$ cat src/rtl/tts_pkg.sv
// Shared types and sizes for the truth-table sweeper.
// Vector count and counter widths are fixed by the 4-input function unit.
package tts_pkg;

  typedef enum logic [1:0] {
    IDLE   = 2'd0,
    SETTLE = 2'd1,
    DONE   = 2'd2
  } state_t;

  localparam int NUM_VEC = 16;
  localparam int IDX_W   = 4;
  localparam int CNT_W   = 5;

endpackage

$ cat src/rtl/tts_dwell_timer.sv
// Up-counting dwell timer; o_tc flags the sample cycle (count == DWELL-1).
// Clear has priority over enable.
module tts_dwell_timer #(
  parameter int DWELL = 2,
  parameter int DW_W  = 8
) (
  input  logic clk,
  input  logic rst_n,
  input  logic i_clear,
  input  logic i_enable,
  output logic o_tc
);

  logic [DW_W-1:0] r_count;

  always_ff @(posedge clk or negedge rst_n) begin
    if (!rst_n) begin
      r_count <= '0;
    end else if (i_clear) begin
      r_count <= '0;
    end else if (i_enable) begin
      r_count <= r_count + 1'b1;
    end
  end

  assign o_tc = (r_count == DW_W'(DWELL - 1));

endmodule

$ cat src/rtl/truth_table_sweeper.sv
// Self-test sequencer: walks a 4-input function unit through all 16 vectors,
// captures its truth table, counts ones and compares against a golden table.
import tts_pkg::*;

// state  | meaning
// IDLE   | waiting for start; results from the last sweep held stable
// SETTLE | vector idx applied, dwell counting toward the sample cycle
// DONE   | one-cycle completion: done pulse, valid/pass latched
module truth_table_sweeper #(
  parameter int DWELL = 2,
  parameter int DW_W  = 8
) (
  input  logic        clk,
  input  logic        rst_n,
  input  logic        start,
  input  logic        abort,
  input  logic [15:0] golden,
  input  logic        f_in,
  output logic [3:0]  abcd_out,
  output logic        busy,
  output logic        done,
  output logic [15:0] table_out,
  output logic [4:0]  ones_count,
  output logic        valid,
  output logic        pass
);

  state_t             r_state;
  state_t             w_next;
  logic [IDX_W-1:0]   r_idx;
  logic [NUM_VEC-1:0] r_golden;
  logic [NUM_VEC-1:0] r_table;
  logic [CNT_W-1:0]   r_ones;
  logic               r_valid;
  logic               r_pass;

  logic w_tc;
  logic w_accept;
  logic w_sample;
  logic w_last;

  assign w_accept = (r_state == IDLE) && start && !abort;
  assign w_sample = (r_state == SETTLE) && w_tc && !abort;
  assign w_last   = (r_idx == IDX_W'(NUM_VEC - 1));

  tts_dwell_timer #(
    .DWELL (DWELL),
    .DW_W  (DW_W)
  ) u_dwell (
    .clk      (clk),
    .rst_n    (rst_n),
    .i_clear  (w_accept || w_sample),
    .i_enable (r_state == SETTLE),
    .o_tc     (w_tc)
  );

  always_ff @(posedge clk or negedge rst_n) begin
    if (!rst_n) begin
      r_state <= IDLE;
    end else begin
      r_state <= w_next;
    end
  end

  always_comb begin
    w_next = r_state;
    busy   = 1'b0;
    done   = 1'b0;
    case (r_state)
      IDLE: begin
        if (w_accept) w_next = SETTLE;
      end
      SETTLE: begin
        busy = 1'b1;
        if (abort) begin
          w_next = IDLE;
        end else if (w_tc && w_last) begin
          w_next = DONE;
        end
      end
      DONE: begin
        busy   = 1'b1;
        done   = !abort;
        w_next = IDLE;
      end
      default: w_next = IDLE;
    endcase
  end

  // idx is not advanced past the last vector, so abcd_out parks at 15 after a sweep.
  always_ff @(posedge clk or negedge rst_n) begin
    if (!rst_n) begin
      r_idx    <= '0;
      r_golden <= '0;
      r_table  <= '0;
      r_ones   <= '0;
      r_valid  <= 1'b0;
      r_pass   <= 1'b0;
    end else if (w_accept) begin
      r_idx    <= '0;
      r_golden <= golden;
      r_table  <= '0;
      r_ones   <= '0;
      r_valid  <= 1'b0;
      r_pass   <= 1'b0;
    end else if (abort && (r_state != IDLE)) begin
      r_valid <= 1'b0;
      r_pass  <= 1'b0;
    end else if (w_sample) begin
      r_table[r_idx] <= f_in;
      r_ones         <= r_ones + CNT_W'(f_in);
      if (!w_last) r_idx <= r_idx + 1'b1;
    end else if (r_state == DONE) begin
      r_valid <= 1'b1;
      r_pass  <= (r_table == r_golden);
    end
  end

  assign abcd_out   = r_idx;
  assign table_out  = r_table;
  assign ones_count = r_ones;
  assign valid      = r_valid;
  assign pass       = r_pass;

endmodule
$ cat config.mk
export PLATFORM = sky130hd
export DESIGN_NAME = truth_table_sweeper
export DESIGN_NICKNAME = d
export VERILOG_FILES = /design/src/rtl/tts_pkg.sv /design/src/rtl/tts_dwell_timer.sv /design/src/rtl/truth_table_sweeper.sv
export SDC_FILE = /design/constraint.sdc
export NUM_CORES = 1
export LEC_CHECK = 0
export ABC_AREA = 1
export BUFFER_PORTS_ARGS = -buffer_cell sky130_fd_sc_hd__buf_2
export CORE_ASPECT_RATIO = 1.25
export CORE_UTILIZATION = 55
export DETAILED_ROUTE_END_ITERATION = 10
export PLACE_DENSITY_LB_ADDON = 0.2
export SLEW_MARGIN = 20
export SYNTH_ARGS = -nofsm -noshare
export SYNTH_HDL_FRONTEND = slang
export SYNTH_SLANG_ARGS = --single-unit
$ cat constraint.sdc
create_clock -name clk -period 1.7 [get_ports clk]
set_clock_uncertainty 0.1 [all_clocks]
set_input_delay 0.34 -clock clk [delete_from_list [all_inputs] [get_ports clk]]
set_output_delay 0.34 -clock clk [all_outputs]
set_load 0.01 [all_outputs]
Word level (Yosys, flattened, before mapping)
Cells that the tools add are included.
{"block": "word_totals", "wordCells": 71, "regBits": 53, "inputBits": 21}
{"block": "op_classes", "n_eq_ne": 10, "n_reduce_logical": 19, "n_mux": 29, "order_cmp": 2, "add_sub_neg": 3}
{"cell": "2-to-1 mux 16 bit", "n": 3}
{"cell": "bitwise mux 16 bit", "n": 1}
{"cell": "== test 16 bit", "n": 1}
{"cell": "2-to-1 mux 4 bit", "n": 4}
{"cell": "2-to-1 mux 8 bit", "n": 2}
{"cell": "2-to-1 mux 5 bit", "n": 3}
{"cell": "2-to-1 mux 1 bit", "n": 11}
{"cell": "adder 8 x 1 -> 8 bit (second input constant)", "n": 1}
{"cell": "== test 8 x 1 -> 1 bit (second input constant)", "n": 1}
{"cell": "logical AND 1 bit", "n": 7}
{"cell": "2-to-1 mux 2 bit", "n": 3}
{"cell": "!= test 2 bit (second input constant)", "n": 3}
{"cell": "AND reduction 2 bit", "n": 3}
{"cell": "nonzero test 2 bit", "n": 3}
{"cell": "adder 5 x 1 -> 5 bit", "n": 1}
{"cell": "< comparator 4 x 5 -> 1 bit (second input constant)", "n": 1}
{"cell": "adder 4 x 1 -> 4 bit (second input constant)", "n": 1}
{"cell": "demux 1 bit (select 4 bit)", "n": 1}
{"cell": "== test 4 bit (second input constant)", "n": 1}
{"cell": "greater-or-equal comparator 4 x 1 -> 1 bit (second input constant)", "n": 1}
{"cell": "one-hot mux 2 bit (2 select lines)", "n": 1}
{"cell": "!= test 3 x 2 -> 1 bit (second input constant)", "n": 1}
{"cell": "!= test 3 bit (second input constant)", "n": 1}
{"cell": "AND reduction 3 bit", "n": 1}
{"cell": "other kinds (7)", "n": 7}

Logic depth before layout (Yosys ltp)
{"block": "depth", "word_depth": 8, "ltp_mapped": 10}

Modules after synthesis
Synthesis repeated with hierarchy kept, for this count alone.
{"block": "hier_totals", "cells_unflattened": 351, "hier_area_um2": 2847.7}
{"module": "truth_table_sweeper", "area_per_inst_um2": 2392.3, "cells_per_inst": 289, "seq_area_each_um2": 1126.1, "n_inst": 1}
{"module": "tts_dwell_timer", "area_per_inst_um2": 455.4, "cells_per_inst": 62, "seq_area_each_um2": 200.2, "n_inst": 1}

Least setup slack after synthesis
No wires, ideal clock.
{"block": "synth_path", "path_kind": "register -> register", "from": "reg r_state[0]", "to": "reg r_ones[1] (netlist: ones_count[1])", "arrival_ps": 1328, "required_time_ps": 1483, "setup_ps": 117, "path_slack_ps": 155, "stages_incl_launch_ff": 10, "period_less_slack_ps": 1545, "path_cell_list": "dfrtp_1 -> inv_1 -> ha_1 -> nand2_1 -> nor2_2 -> inv_2 -> buf_4 -> buf_2 -> nand3_1 -> nand2_1"}
{"block": "synth_between", "elab_chain_cells": 5}
{"element": "from (decl)", "line": "truth_table_sweeper.sv:28", "rtl": "state_t r_state;"}
{"element": "from (signal assigned)", "line": "truth_table_sweeper.sv:61", "rtl": "r_state <= w_next;"}
{"element": "zero test 2 bit / == test 2 x 1 -> 1 bit (equally long branches)", "line": "truth_table_sweeper.sv:42, truth_table_sweeper.sv:43"}
{"element": "logical AND 1 bit, on equally long branches (2 in series)", "line": "truth_table_sweeper.sv:42, truth_table_sweeper.sv:43"}
{"element": "!= test 2 bit (no source line) / nonzero test 2 bit (equally long branches)"}
{"element": "AND reduction 2 bit (no source line)"}
{"element": "to (signal assigned)", "line": "truth_table_sweeper.sv:111", "rtl": "r_ones <= r_ones + CNT_W'(f_in);"}
{"element": "to (decl)", "line": "truth_table_sweeper.sv:33", "rtl": "logic [CNT_W-1:0] r_ones;"}
Parallel ways exist; a longest one is shown, timed or not.
A chain may end at the register's enable or synchronous reset.

Worst setup path after layout
{"block": "layout_path", "from": "reg r_state[1]", "to": "reg r_table[6] (netlist: table_out[6])"}
{"block": "layout_between", "elab_chain_cells": 5}
{"element": "zero test 2 bit / == test 2 x 1 -> 1 bit (equally long branches)", "line": "truth_table_sweeper.sv:42, truth_table_sweeper.sv:43"}
{"element": "logical AND 1 bit, on equally long branches (2 in series)", "line": "truth_table_sweeper.sv:42, truth_table_sweeper.sv:43"}
{"element": "!= test 2 bit (no source line) / nonzero test 2 bit (equally long branches)"}
{"element": "AND reduction 2 bit (no source line)"}
{"element": "to (signal, indexed assignment)", "line": "truth_table_sweeper.sv:110", "rtl": "r_table[r_idx] <= f_in;"}
{"element": "to (decl)", "line": "truth_table_sweeper.sv:32", "rtl": "logic [NUM_VEC-1:0] r_table;"}
Parallel ways exist; a longest one is shown, timed or not.

==> results.toml <==
[synthesis]
synth.avg_cell_area_sq_um = 7.48
synth_warnings = 0
ys_top_cells_by_area = "dfrtp_1 (45%), nand2_1 (17%), nor2_1 (6.7%)"
synth_fp_nets = 427
synth.area.mux_share_pct = 0
synth_compound_area_share_pct = 5.42
yosysUniqueCellTypes = 26
netlist.area_leader.share_pct = 44.9
synth_top_family_by_area = "simple AND/OR/NAND/NOR gates"
yosysTopAreaCell = "dfrtp_1"
syn_area_sq_um = 2950
synth_adder_area_share_pct = 4.66
syn_inst = 395
yosysSeqAreaShare_pct = 44.9
yosys.area_share.simple_pct = 34.3
ys_ff_latch = 53
synth-xor-area-share_pct = 2.67

[worst_setup_path]
reg2reg_slack_ps = 6
start_kind = "flip-flop"
r2r-end = "table_out[6]"
cp_max_fo = 11
cp_top_family = "simple AND/OR/NAND/NOR gates"
reg2reg_depth = 10
cp_common_cell = "nand2_1"
critical-path-max-stage-delay_ps = 390
required_ps = 1810
worstReg2RegStart = "r_state[1]"
worstPathCellList = "inv_2, ha_4, nand2_4, nor2_4, clkinv_4, nand2_8, buf_12, o21ai_0, nand2_1, nand2_1"
cp_data_arrival_time_ps = 1810
slowest_stage = "dfrtp_1"
end_kind = "flip-flop"
worst-path-buf-inv = 3
worstSetupPathType = "flip-flop to flip-flop"

[power_and_ir_drop]
vdd_ir_drop_max_uv = 793
p_per_area_nw_per_um2 = 1410
p_leak_nw = 2.00
finalPower_mw = 5.23

[final_layout]
layout-drive-gt1-share_pct = 25.4
area_growth_pct = 25.6
final_cell_mix = "nand2_1 (132), dfrtp_1 (53), nor2_1 (51)"
num_antenna_cells = 0
fin_nets = 497
layout_commonest_cell = "nand2_1"

[placed_design]
io_buffer_count = 49
globalplace.congestion = 0.814
dp_hpwl_mm = 4.62
dpl_worst_slack_ps = -111

[route]
final_antenna_net_count = 0
drt_iter0_drc = 166
drtPass1Iterations = 4
wl_mm = 6.68
remaining_drc_errors = 0
viasPerCell = 5.11
wl_per_cell_um = 12.7
vias = 2691

[die]
start_util_pct = 57.7
die_h_um = 83.9
io_pins = 50
dieArea_sq_um = 5670
die_x_um = 67.6
rows = 29
core_sq_um = 5120

[timing]
post-route-min-period_ps = 1690
fmax_mhz = 590
finalCritPeriodShare_pct = 99.6
rsz0062_at_grt = "true"
setup_ws_ps = 6.01
maxSlewViolCount = 0
relSlewSlack_pct = 62.9
finalHoldViolCount = 0
tightest_slew_ps = 555
setup_viol = 0

[clock_network]
htree_levels = 2
clk_path_buf_depth = 2
clockRootBuffer = "clkbuf_8"
cts.sink_count = 53
cts_tree = "built"
clk_latency_ps = 320
clk_pin_slew_ps = 100
numCtsBuffers = 5

[global_routing]
grt_pass1_vias = 2358
antenna_found_initial = 0
grtUsageTotal_pct = 24.0
grt_pass1_wl_mm = 10.3
grt.overflow.total = 0
grt_max_degree = 54

[min_path]
min_path_type = "primary input to flip-flop"
min_to = "r_golden[5]"
min_path_cells = 3
hp-start = "golden[5]"

[job]
drv_cap = 0

[run_status]
outcome = "finished, final reports clean"
## registers in the layout, summed over array words and instances, names as in the netlist
register and cells:
valid 1, pass 1, abcd_out 4, r_golden 16
r_state 2, table_out 16, u_dwell.r_count 8, ones_count 5
## worst max path at each step
stage	from	endpoint	slack (ps)	cells after the start
floorplan	r_state[0]	ones_count[1]	160	9
global placement	r_state[0]	table_out[11]	-60	7
detailed placement	r_state[0]	table_out[4]	-110	7
CTS	r_state[1]	done	30	5
global route	r_state[1]	r_state[1]	-50	10
finish	r_state[1]	table_out[6]	6	10
## through the flow
| step | util [%] | area (sq um) | std cells | setup TNS, ps | hold slack (ps) |
|---|---|---|---|---|---|
| after floorplan | - | 2950 | 395 | 0 | -55.6 |
| after global placement | 66.1 | 3380 | 512 | -776 | 258 |
| after detailed placement | 66.1 | 3380 | 512 | -1260 | 252 |
| after CTS | 68.5 | 3510 | 520 | 0 | 111 |
| after global routing | 72.5 | 3710 | 527 | -232 | 111 |
| final | 72.5 | 3710 | 527 | 0 | 115 |
## worst min-delay path, delay by kind of cell
family                 cells  cell delay, ps
buffers and inverters      1              80
and+or+nand+nor            2              90
## routing by layer
layer  track usage, %  part of all wire (%)  routed length [um]
met1             29.5                    43                2870
met2             41.1                    52                3450
met3             4.51                   3.5                 232
met4             7.54                   1.8                 119
met5                0                     0                   0
## cell type report
cell class	count	area, sq um
Tap cell	62	77.6
Timing Repair Buffer	76	556
Sequential cell	53	1330
Fill cell	423	1410
Multi-Input combinational cell	289	1490
Clock inverter	2	35.0
Inverter	40	155
Clock buffer	5	68.8
## cells in the mapped netlist (all sizes together)
library cell  instances
clkbuf                1
o21ai                26
nand3                32
xnor2                 2
xor2                  7
buf                  12
nor2                 57
or2                   1
nand4                 3
ha                   11
dfrtp                53
a21oi                 6
nor3                  5
inv                  40
nand2               139
## power by group
| group | internal, mW | switching [mW] |
|---|---|---|
| combinational | 1.04 | 1.36 |
| sequential | 1.64 | 0.329 |
| clock | 0.429 | 0.426 |
## what timing repair did
| item | CTS | global route |
|---|---|---|
| endpoints found under the hold margin | 53 | 0 |
| gates resized for setup | 3 | 36 |
| pin swaps | 0 | 4 |
| hold buffers | 1 | 0 |
| setup buffers | 0 | 5 |
| cloned | 0 | 2 |
| endpoints found under the setup margin | 15 | 31 |
## kinds of logic (layout without fill, tap and decap cells)
family | Yosys count | count (layout)
xor+xnor | 9 | 9
flops | 53 | 53
simple gates | 237 | 237
buf+inv | 53 | 123
compound gates | 32 | 32
fa+ha+maj | 11 | 11
(Power assumes the default switching activity.)
